[config.mk]
export PLATFORM = sky130hd
export DESIGN_NAME = dram_rr_scheduler
export DESIGN_NICKNAME = d
export VERILOG_FILES = /design/src/rtl/dram_rr_scheduler.sv
export SDC_FILE = /design/constraint.sdc
export NUM_CORES = 1
export LEC_CHECK = 0
export CORE_MARGIN = 2
export CORE_UTILIZATION = 39
export CTS_CLUSTER_DIAMETER = 40
export DETAILED_ROUTE_END_ITERATION = 7
export GPL_ROUTABILITY_DRIVEN = 0
export PLACE_DENSITY = 0.8
export SLEW_MARGIN = 20
export SYNTH_ARGS = -nofsm -noshare
export SYNTH_HDL_FRONTEND = slang
export SYNTH_SLANG_ARGS = --single-unit
[constraint.sdc]
create_clock -name CLK -period 4.7 [get_ports CLK]
set_input_delay 0.94 -clock CLK [delete_from_list [all_inputs] [get_ports CLK]]
set_output_delay 0.94 -clock CLK [all_outputs]
set_load 0.05 [all_outputs]
[src/rtl/dram_rr_scheduler.sv]
// Round-robin scheduler sharing one DRAM controller port among NCORES cores, with AMO lock.
// Define DRAM_WATCHDOG_EN to bound the WAIT state and add the sticky wdog_err output.
module dram_rr_scheduler #(
  parameter int NCORES  = 2,
  parameter int AW      = 32,
  parameter int DW      = 32,
  parameter int QUANTUM = 8
) (
  input  logic                 CLK,
  input  logic                 RST,
  input  logic [NCORES-1:0]    req,
  input  logic [NCORES-1:0]    lock,
  input  logic [NCORES-1:0]    we,
  input  logic [NCORES*AW-1:0] addr,
  input  logic [NCORES*DW-1:0] wdata,
  output logic [NCORES-1:0]    ack,
  output logic [DW-1:0]        rdata,
  output logic [NCORES-1:0]    grant,
  output logic [AW-1:0]        dram_addr,
  output logic [DW-1:0]        dram_wdata,
  output logic                 dram_we,
  output logic                 dram_le,
  input  logic                 dram_busy,
  input  logic [DW-1:0]        dram_odata
`ifdef DRAM_WATCHDOG_EN
  ,
  output logic                 wdog_err
`endif
);

  localparam int IW = (NCORES > 1) ? $clog2(NCORES) : 1;
  localparam logic [7:0] QLIM = 8'(QUANTUM - 1);

  typedef enum logic [1:0] {
    ST_IDLE  = 2'd0,
    ST_ISSUE = 2'd1,
    ST_WAIT  = 2'd2,
    ST_DONE  = 2'd3
  } state_t;

  state_t          state_r;
  logic [IW-1:0]   last_r;
  logic [IW-1:0]   owner_r;
  logic [7:0]      qcnt_r;
  logic            locked_r;
  logic            lock_lat_r;
  logic            first_r;
  logic            sel_valid_s;
  logic            hit_s;
  logic [IW-1:0]   sel_idx_s;
  logic [IW-1:0]   cand_s;
`ifdef DRAM_WATCHDOG_EN
  logic [7:0]      wdog_cnt_r;
`endif

  function automatic logic [NCORES-1:0] onehot(input logic [IW-1:0] idx);
    logic [NCORES-1:0] v;
    v = {NCORES{1'b0}};
    v[idx] = 1'b1;
    return v;
  endfunction

  // Next-owner selection: a locked owner with req wins, else first requester after last
  always_comb begin
    sel_valid_s = 1'b0;
    sel_idx_s   = {IW{1'b0}};
    cand_s      = {IW{1'b0}};
    hit_s       = 1'b0;
    if (locked_r && req[owner_r]) begin
      sel_valid_s = 1'b1;
      sel_idx_s   = owner_r;
    end else begin
      for (int k = 1; k <= NCORES; k++) begin
        cand_s      = IW'((int'(last_r) + k) % NCORES);
        hit_s       = !sel_valid_s && req[cand_s];
        sel_idx_s   = hit_s ? cand_s : sel_idx_s;
        sel_valid_s = sel_valid_s | hit_s;
      end
    end
  end

  // Access FSM IDLE->ISSUE->WAIT->DONE with all outputs registered
  always_ff @(posedge CLK or posedge RST) begin
    if (RST) begin
      state_r    <= ST_IDLE;
      ack        <= {NCORES{1'b0}};
      rdata      <= {DW{1'b0}};
      grant      <= {NCORES{1'b0}};
      dram_addr  <= {AW{1'b0}};
      dram_wdata <= {DW{1'b0}};
      dram_we    <= 1'b0;
      dram_le    <= 1'b0;
      last_r     <= IW'(NCORES - 1);
      owner_r    <= {IW{1'b0}};
      qcnt_r     <= 8'd0;
      locked_r   <= 1'b0;
      lock_lat_r <= 1'b0;
      first_r    <= 1'b0;
`ifdef DRAM_WATCHDOG_EN
      wdog_cnt_r <= 8'd0;
      wdog_err   <= 1'b0;
`endif
    end else begin
      ack     <= {NCORES{1'b0}};
      dram_le <= 1'b0;
      case (state_r)
        ST_IDLE: begin
          // a lock is only honoured while its owner keeps requesting
          if (locked_r && !req[owner_r]) begin
            locked_r <= 1'b0;
            qcnt_r   <= 8'd0;
          end
          if (sel_valid_s) begin
            grant      <= onehot(sel_idx_s);
            owner_r    <= sel_idx_s;
            dram_addr  <= addr[int'(sel_idx_s)*AW +: AW];
            dram_wdata <= wdata[int'(sel_idx_s)*DW +: DW];
            dram_we    <= we[sel_idx_s];
            lock_lat_r <= lock[sel_idx_s];
            dram_le    <= 1'b1;
            state_r    <= ST_ISSUE;
          end else begin
            grant <= {NCORES{1'b0}};
          end
        end
        ST_ISSUE: begin
          first_r <= 1'b1;
`ifdef DRAM_WATCHDOG_EN
          wdog_cnt_r <= 8'd0;
`endif
          state_r <= ST_WAIT;
        end
        ST_WAIT: begin
          // first WAIT cycle is skipped: busy may not have risen yet
          first_r <= 1'b0;
`ifdef DRAM_WATCHDOG_EN
          wdog_cnt_r <= wdog_cnt_r + 8'd1;
          if (!first_r && !dram_busy) begin
            ack     <= onehot(owner_r);
            rdata   <= dram_we ? {DW{1'b0}} : dram_odata;
            state_r <= ST_DONE;
          end else if (dram_busy && (wdog_cnt_r == 8'd254)) begin
            ack      <= onehot(owner_r);
            rdata    <= DW'(32'hDEAD_BEEF);
            wdog_err <= 1'b1;
            state_r  <= ST_DONE;
          end else begin
            state_r <= ST_WAIT;
          end
`else
          if (!first_r && !dram_busy) begin
            ack     <= onehot(owner_r);
            rdata   <= dram_we ? {DW{1'b0}} : dram_odata;
            state_r <= ST_DONE;
          end else begin
            state_r <= ST_WAIT;
          end
`endif
        end
        ST_DONE: begin
          last_r <= owner_r;
          // lock is taken from the access just completed, bounded by the quantum
          if (lock_lat_r && (qcnt_r < QLIM)) begin
            locked_r <= 1'b1;
            qcnt_r   <= qcnt_r + 8'd1;
          end else begin
            locked_r <= 1'b0;
            qcnt_r   <= 8'd0;
          end
          state_r <= ST_IDLE;
        end
        default: begin
          state_r <= ST_IDLE;
        end
      endcase
    end
  end

endmodule
==> qor.txt, run 1 <==
status - finished, final reports clean
dpl hpwl - 11,800 um
wire per inst - 18.9 um
setup TNS - 0 ps
initial antenna violation count - 0
worst path bufs/invs - 1
Overflow after GRT - 0
Die Ht - 118 um
fmax - 0.314 GHz
CTS Buf Count - 17
hold_ws - 477 ps
final count of hold timing violations - 0
Final Max Tran Viols - 0
sw frac - 45.2%
critical path's top delay family - buffers and inverters
r2r startpoint - state_r[0]
first-pass GRT wire length - 26,600 um
mean post-synth cell area - 11.6 um2
Slowest-stage cell, CP - clkdlybuf4s50_1
Die Width - 118 um
sequential element share of the synthesized area - 57.8%
GRT Total Usage - 24.4%
clock power share - 17.6%
Setup crit end kind - output pin
Least-Margin Pin Slew - 994 ps
Hold WC Path Type - register to register
PnR worst setup slack - 1510 ps
Post-CTS Setup Inserts - 0
Core Region - 12,700 um2
Cell Int Power - 3.54 mW
Setup crit start - dram_we
Tcrit/Tclk final - 67.8%
DRC violations left - 0
Leak - 3.58 nW
Initial Utilization - 40.0%
die area - 13,900 um2
clock period minus final worst setup slack - 3190 ps
largest net degree at the start of global routing - 82
Flop pwr share - 26.9%
DRT iter0 DRCs - 325
commonest non-fill, non-tap cell in the layout - clkdlybuf4s50_1
CTS Buffer Depth - 2
number of nets in the layout - 874
1st-pass router iterations - 5
post-layout util - 66.6%
combinational fraction of design power - 55.4%
Syn Nets - 611
clk sink count - 117
total wire length - 16,700 um
area grow syn2layout - 66.6%
setup slack at placement - 1630 ps
max-cap violation count - 0
Root Driver - clkbuf_16
Cells after Synth - 437
DRT antenna net count - 0
async set-reset flop share out of synthesis - 100%
EDFF count, synth - 0
via count - 4,609
synthesized area - 5070 um2
worst IR drop on VDD - 0.414 mV
fill count - 938
Port-buffer cells - 270
Clk pin slew, worst setup/hold paths - 50 ps
number of global-route vias before repair - 4,780
Clock Latency Late Sink - 410 ps
layout cells sized above 1 - 5.77%
Critical Path Fanout Max - 34
Power Density - 764 nW/um2
number of hold buffers added after cts - 0
H-tree depth - 4
relative slew slack - 33.7%
skew final - 5.93 ps
Hold Path Origin - qcnt_r[6]
TritonCTS clock tree - yes
antenna cells - 0
row count - 41
Yosys warnings - 0
switching power - 2.91 mW
delay of the slowest cell on the worst path - 950 ps
arrival time worst endpoint - 2250 ps
crit path cell chain - clkdlybuf4s50_1
CP Launch Type - register
ys flop type - dfrtp_1
post-synthesis register bit count - 117
Post-CTS Resized - 0
IO Count - 271
WS Path Type - register to output pin
final setup fails - 0
most frequent cells in the layout - clkdlybuf4s50_1, dfrtp_1, and2_1
Req. time, crit path - 3760 ps
count of different cell masters after synthesis - 31
Vias/cell - 5.22
unrepaired setup endpoints after global routing - false
==> per-stage QoR <==
step                cells  cell area, um2  power, mW
floorplan             437            5070       4.05
global placement      853            7920       5.21
detailed placement    853            7920       5.30
CTS                   883            8440       6.49
global route          883            8440       6.75
finish                883            8440       6.45
==> kinds of logic after synthesis <==
group / share of synthesized area, %
multiplexers: 0.667
buffers and inverters: 3.53
adder cells (fa/ha/maj): 1.23
AND/OR/NAND/NOR: 17.8
flip-flops: 57.8
AO/OA/AOI/OAI: 18.9
==> final cells by class <==
cell class,count,area [um2],area share (%)
clock inverter,5,25.0,0.296
multi-input combinational,283,1990,23.5
inverter,6,27.5,0.326
timing repair buffer,275,2770,32.7
clock buffer,25,495,5.87
sequential,117,2930,34.7
tap,172,215,2.55
==> worst paths after layout <==
kind / end / slack, ps / cells past startpoint
setup / recovery: dram_we / 1510 / 1
hold / removal: qcnt_r[6] / 480 / 1
setup reg to reg: dram_addr[26] / 2360 / 6
hold reg to reg: qcnt_r[6] / 480 / 1
max in group asynchronous: last_r / 2850 / 3
min in group asynchronous: dram_wdata[12] / 1040 / 2
==> power by group through the flow <==
stage	clock [mW]	sequential (mW)	combinational, mW
6_report	1.14	1.74	3.58
5_1_grt	1.20	1.79	3.75
4_1_cts	1.16	1.73	3.59
3_5_place_dp	0	1.73	3.57
3_3_place_gp	0	1.73	3.48
2_1_floorplan	0	3.07	0.987
==> flip-flops by register name (all words and copies together) (netlist names) <==
| signal | count |
|---|---|
| first_r | 1 |
| dram_addr | 32 |
| grant | 2 |
| locked_r | 1 |
| lock_lat_r | 1 |
| dram_we | 1 |
| last_r | 1 |
| state_r | 2 |
| dram_wdata | 32 |
| ack | 2 |
| rdata | 32 |
| dram_le | 1 |
| qcnt_r | 8 |
| owner_r | 1 |
==> metal layers <==
layer	routed length, um	global-route usage, %	vias up	share of wire, %
met4	449	9.64	0	2.7
met5	0	0	-	0
met1	6630	28.7	2273	40
met2	8550	42.2	210	51
met3	1030	6.64	26	6.2
li1	-	-	2100	-
==> synth_stat cells (4+ instances only) <==
| library cell | number | area share (%) |
|---|---|---|
| ha_1 | 5 | 1.2 |
| inv_1 | 6 | 0.44 |
| clkbuf_1 | 17 | 1.3 |
| o21ai_0 | 36 | 3.6 |
| dfrtp_1 | 116 | 57 |
| and2_1 | 70 | 8.6 |
| o211ai_1 | 6 | 0.89 |
| nand4b_1 | 4 | 0.69 |
| buf_4 | 4 | 0.59 |
| nand2b_1 | 35 | 4.3 |
| nand2_1 | 38 | 2.8 |
| a221o_1 | 66 | 13 |
| buf_2 | 8 | 0.79 |
No activity file was read; power rests on OpenSTA's default activity.
==> run 2: changes to the inputs <==
CORE_UTILIZATION = 36   (was 39)
PLACE_DENSITY = 0.78   (was 0.8)
clock period = 2.9 ns   (was 4.7 ns; I/O delays follow)
==> run 2 against run 1 <==
Net effect: sequential share of layout area is 0.44 points lower; highest routed layer unchanged; die area is 8.0% higher; final cell count is 1.4% higher; largest cell class unchanged.
==> qor.txt, run 2 (synthesized netlist as in run 1, its figures left out) <==
status - finished, final reports clean (unchanged)
hold-critical path depth - 2 (was 1)
Die Width - 123 um (was 118 um)
Overflow after GRT - 0 (unchanged)
hold_ws - 483 ps (was 477 ps)
placed cell area - 7940 um2 (was 7920 um2)
Power Density - 1260 nW/um2 (was 764 nW/um2)
final setup fails - 0 (unchanged)
setup slack at placement - 494 ps (was 1630 ps)
Post-CTS Resized - 0 (unchanged)
Post-CTS Setup Inserts - 0 (unchanged)
number of nets in the layout - 877 (was 874)
clock period minus final worst setup slack - 2200 ps
Initial Utilization - 36.6% (was 40.0%)
initial antenna violation count - 0 (unchanged)
Critical Path Fanout Max - 2 (was 34)
IO Count - 271 (unchanged)
1st-pass router iterations - 4 (was 5)
max-cap violation count - 0 (unchanged)
worst path bufs/invs - 1 (unchanged)
total wire length - 16,000 um (was 16,700 um)
CP Launch Type - register (unchanged)
TritonCTS clock tree - yes (unchanged)
area grow syn2layout - 68.8% (was 66.6%)
DRC violations left - 0 (unchanged)
PnR worst setup slack - 701 ps (was 1510 ps)
crit path cell chain - clkdlybuf4s50_1 (unchanged)
antenna cells - 0 (unchanged)
die area - 15,000 um2 (was 13,900 um2)
via count - 4,537 (was 4,609)
WS Path Type - register to output pin (unchanged)
relative slew slack - 58.7% (was 33.7%)
DRT iter0 DRCs - 213 (was 325)
arrival time worst endpoint - 1620 ps (was 2250 ps)
wire per inst - 17.9 um (was 18.9 um)
largest net degree at the start of global routing - 118 (was 82)
H-tree depth - 4 (unchanged)
Slowest-stage cell, CP - clkdlybuf4s50_1 (unchanged)
row count - 43 (was 41)
Largest regs - dram_addr: 32 flops, dram_wdata: 32 flops, rdata: 32 flops (unchanged)
clk sink count - 117 (unchanged)
Req. time, crit path - 2320 ps (was 3760 ps)
Port-buffer cells - 270 (unchanged)
worst IR drop on VDD - 0.690 mV (was 0.414 mV)
dpl hpwl - 11,600 um (was 11,800 um)
number of hold buffers added after cts - 0 (unchanged)
critical path's top delay family - buffers and inverters (unchanged)
fmax - 0.455 GHz
CTS Buf Count - 17 (unchanged)
GRT Total Usage - 20.8% (was 24.4%)
Clk pin slew, worst setup/hold paths - 60 ps (was 50 ps)
commonest non-fill, non-tap cell in the layout - clkdlybuf4s50_1 (unchanged)
Final Max Tran Viols - 0 (unchanged)
layout cells sized above 1 - 6.71% (was 5.77%)
critical path depth - 1 (unchanged)
Root Driver - clkbuf_16 (unchanged)
CTS Buffer Depth - 2 (unchanged)
Die Ht - 123 um (was 118 um)
Setup crit end kind - output pin (unchanged)
final instance area - 8550 um2 (was 8440 um2)
Core Region - 13,800 um2 (was 12,700 um2)
unrepaired setup endpoints after global routing - false (unchanged)
setup TNS - 0 ps (unchanged)
skew final - 5.93 ps (about the same)
DRT antenna net count - 0 (unchanged)
delay of the slowest cell on the worst path - 830 ps (was 950 ps)
Hold WC Path Type - register to register (unchanged)
fin cells - 895 (was 883)
Clock Latency Late Sink - 410 ps (about the same)
first-pass GRT wire length - 23,700 um (was 26,600 um)
Tcrit/Tclk final - 75.8%
Placed Cells - 864 (was 853)
Least-Margin Pin Slew - 614 ps (was 994 ps)
cell count of the worst reg-to-reg path - 6 (unchanged)
Vias/cell - 5.07 (was 5.22)
most frequent cells in the layout - clkdlybuf4s50_1, dfrtp_1, and2_1 (unchanged)
final count of hold timing violations - 0 (unchanged)
number of global-route vias before repair - 4,663 (was 4,780)
Leak - 3.62 nW (was 3.58 nW)
-- run 2: cell types whose count changed in the layout (fill, tap and decap cells not counted), sizes merged --
cell | before | now
bufinv | 0 | 3
buf | 5 | 8
inv | 6 | 5
clkinvlp | 0 | 3
clkbuf | 25 | 22
clkinv | 5 | 4
-- run 2: final timing paths --
| check | start | endpoint | slack [ps] |
|---|---|---|---|
| min | rdata[14] | rdata[14] | 480 |
| max in group asynchronous | RST | dram_wdata[1] | 1730 |
| min reg2reg | rdata[14] | rdata[14] | 480 |
| max reg2reg | state_r[0] | dram_wdata[25] | 940 |
| min in group asynchronous | RST | rdata[21] | 690 |
| max | dram_addr[31] | dram_addr[31] | 700 |
-- run 2: cell type report --
cell class / count / area, um2
fillers: 1076 / 5280
clock buffers: 22 / 484
repair buffers: 278 / 2780
flip-flops and latches: 117 / 2930
clock inverters: 9 / 125
inverters: 6 / 26.3
well taps: 180 / 225
multi-input cells: 283 / 1990
-- run 2: power breakdown --
part	internal, mW	switching, mW
clock	1.43	0.706
sequential	2.36	0.403
combinational	2.21	3.64
total	6.00	4.75
-- run 2: through the flow --
step           util, %  power, mW
2_1_floorplan        -       6.57
3_3_place_gp      57.4       8.49
3_5_place_dp      57.4       8.64
4_1_cts           61.8       10.8
5_1_grt           61.8       11.3
6_report          61.8       10.7
-- run 2: worst min-delay path: cells and delay by family (launching register included) --
family	cells	cell delay, ps
AND/OR/NAND/NOR	1	50
flip-flops	1	340
AO/OA/AOI/OAI	1	60
-- run 2: per-layer routing --
metal  up-vias  wire length, um  track usage, %
met5         -                0               0
met3        28             1130            6.27
met2       185             8230            36.4
li1       2115                -               -
met4         0              355            8.76
met1      2209             6280            23.5
==> run 3: changes to the inputs <==
clock period = 1.8 ns   (was 2.9 ns; I/O delays follow)
==> run 3 against run 2 <==
Net effect: power increased by 65%; non-clock buffer count increased by 10; critical path type is now register to register; first-iteration DRC count increased by 15%; utilization about the same; wire length increased by 2.1%.
==> qor.txt, run 3 (synthesized netlist as in run 1, its figures left out) <==
DRT antenna net count - 0 (unchanged)
relative slew slack - 65.6% (was 58.7%)
Overflow after GRT - 0 (unchanged)
total wire length - 16,300 um (was 16,000 um)
Post-CTS Resized - 1 (was 0)
Core Region - 13,800 um2 (unchanged)
Die Width - 123 um (unchanged)
clock period minus final worst setup slack - 1700 ps
Least-Margin Pin Slew - 512 ps (was 614 ps)
number of nets in the layout - 887 (was 877)
number of global-route vias before repair - 4,788 (was 4,663)
Power Density - 2070 nW/um2 (was 1260 nW/um2)
wire per inst - 18.0 um (was 17.9 um)
first-pass GRT wire length - 25,000 um (was 23,700 um)
status - finished, final reports clean (unchanged)
Final Max Tran Viols - 0 (unchanged)
via count - 4,582 (was 4,537)
Root Driver - clkbuf_16 (unchanged)
WS Path Type - register to register (was register to output pin)
Die Ht - 123 um (unchanged)
setup TNS - 0 ps (unchanged)
Critical Path Fanout Max - 23 (was 2)
CTS Buf Count - 17 (unchanged)
H-tree depth - 4 (unchanged)
Leak - 3.88 nW (was 3.62 nW)
Tcrit/Tclk final - 94.5%
Vias/cell - 5.06 (was 5.07)
Req. time, crit path - 2090 ps (was 2320 ps)
dpl hpwl - 11,900 um (was 11,600 um)
number of hold buffers added after cts - 0 (unchanged)
row count - 43 (unchanged)
fill count - 1,097 (was 1,076)
DRC violations left - 0 (unchanged)
crit path cell chain - inv_1, ha_2, o21ai_4, buf_4, and2_1, a221o_1 (was clkdlybuf4s50_1)
1st-pass router iterations - 4 (unchanged)
clk sink count - 117 (unchanged)
delay of the slowest cell on the worst path - 390 ps (was 830 ps)
CP Launch Type - register (unchanged)
arrival time worst endpoint - 1990 ps (was 1620 ps)
max-cap violation count - 0 (unchanged)
Post-CTS Setup Inserts - 0 (unchanged)
worst IR drop on VDD - 0.922 mV (was 0.690 mV)
die area - 15,000 um2 (unchanged)
fmax - 0.588 GHz
IO Count - 271 (unchanged)
Clk pin slew, worst setup/hold paths - 60 ps (about the same)
reg-to-reg slack, setup - 100 ps (was 940 ps)
Clock Latency Late Sink - 420 ps (was 410 ps)
Setup crit end kind - register (was output pin)
commonest non-fill, non-tap cell in the layout - clkdlybuf4s50_1 (unchanged)
Slowest-stage cell, CP - dfrtp_1 (was clkdlybuf4s50_1)
layout cells sized above 1 - 22.5% (was 6.71%)
area grow syn2layout - 68.9% (was 68.8%)
Port-buffer cells - 270 (unchanged)
skew final - 7.34 ps (was 5.93 ps)
final count of hold timing violations - 0 (unchanged)
initial antenna violation count - 0 (unchanged)
final setup fails - 0 (unchanged)
TritonCTS clock tree - yes (unchanged)
GRT Total Usage - 21.8% (was 20.8%)
Largest regs - dram_addr: 32 flops, dram_wdata: 32 flops, rdata: 32 flops (unchanged)
CTS Buffer Depth - 2 (unchanged)
DRT iter0 DRCs - 244 (was 213)
total power draw - 17.7 mW (was 10.7 mW)
Hold WC Path Type - input port to async pin (was register to register)
most frequent cells in the layout - clkdlybuf4s50_1, dfrtp_1, buf_4 (was clkdlybuf4s50_1, dfrtp_1, and2_1)
antenna cells - 0 (unchanged)
Initial Utilization - 36.6% (unchanged)
largest net degree at the start of global routing - 57 (was 118)
## run 3: final cells by class
| type | instances | area [um2] | share of cell area, % |
|---|---|---|---|
| clock inverter | 15 | 275 | 3.22 |
| multi-input combinational | 283 | 1990 | 23.2 |
| inverter | 6 | 26.3 | 0.307 |
| timing repair buffer | 288 | 2690 | 31.4 |
| tap | 180 | 225 | 2.63 |
| sequential | 117 | 2930 | 34.2 |
| clock buffer | 17 | 425 | 4.97 |
## run 3: path summary, 6_finish.rpt
check,from,to,depth (start not counted)
worst min register to register,qcnt_r[6],qcnt_r[6],1
worst max register to register,state_r[0],dram_addr[13],6
min in group CLK,qcnt_r[6],qcnt_r[6],1
worst max-delay path,state_r[0],dram_addr[13],6
max in group asynchronous,RST,rdata[12],3
worst min-delay path,RST,dram_wdata[16],3
## run 3: stage by stage
step / cell area, um2 / setup slack, ps / hold WS (ps) / cells / utilization (%)
after floorplan: 5070 / 13.4 / 445 / 437 / -
after global placement: 7850 / -110 / 465 / 874 / 56.8
after CTS: 8550 / 10.1 / 416 / 906 / 61.8
after detailed placement: 7850 / -156 / 469 / 874 / 56.8
after global routing: 8560 / -11.0 / 438 / 906 / 61.9
final: 8560 / 99.1 / 405 / 906 / 61.9
## run 3: power breakdown
part	total, mW	internal (mW)	switching (mW)	leakage, nW
Clock	4.03	2.75	1.28	0.338
Sequential	4.51	3.80	0.712	1.48
Combinational	9.17	3.36	5.81	2.06
Total	17.7	9.91	7.80	3.88
## run 3: critical path, delay by kind of cell, from the launching register on
family                   cells  cell delay [ps]
adder cells (fa/ha/maj)      1              290
AO/OA/AOI/OAI                2              350
flip-flops                   1              390
AND/OR/NAND/NOR              1              190
buffers and inverters        2              330
## run 3: routing by layer
layer,GRT usage (%),wire length (um),vias up
li1,-,-,2134
met1,23.8,6160,2240
met2,39.3,8630,184
met3,7.43,1260,24
met4,7.18,280,0
met5,0,0,-
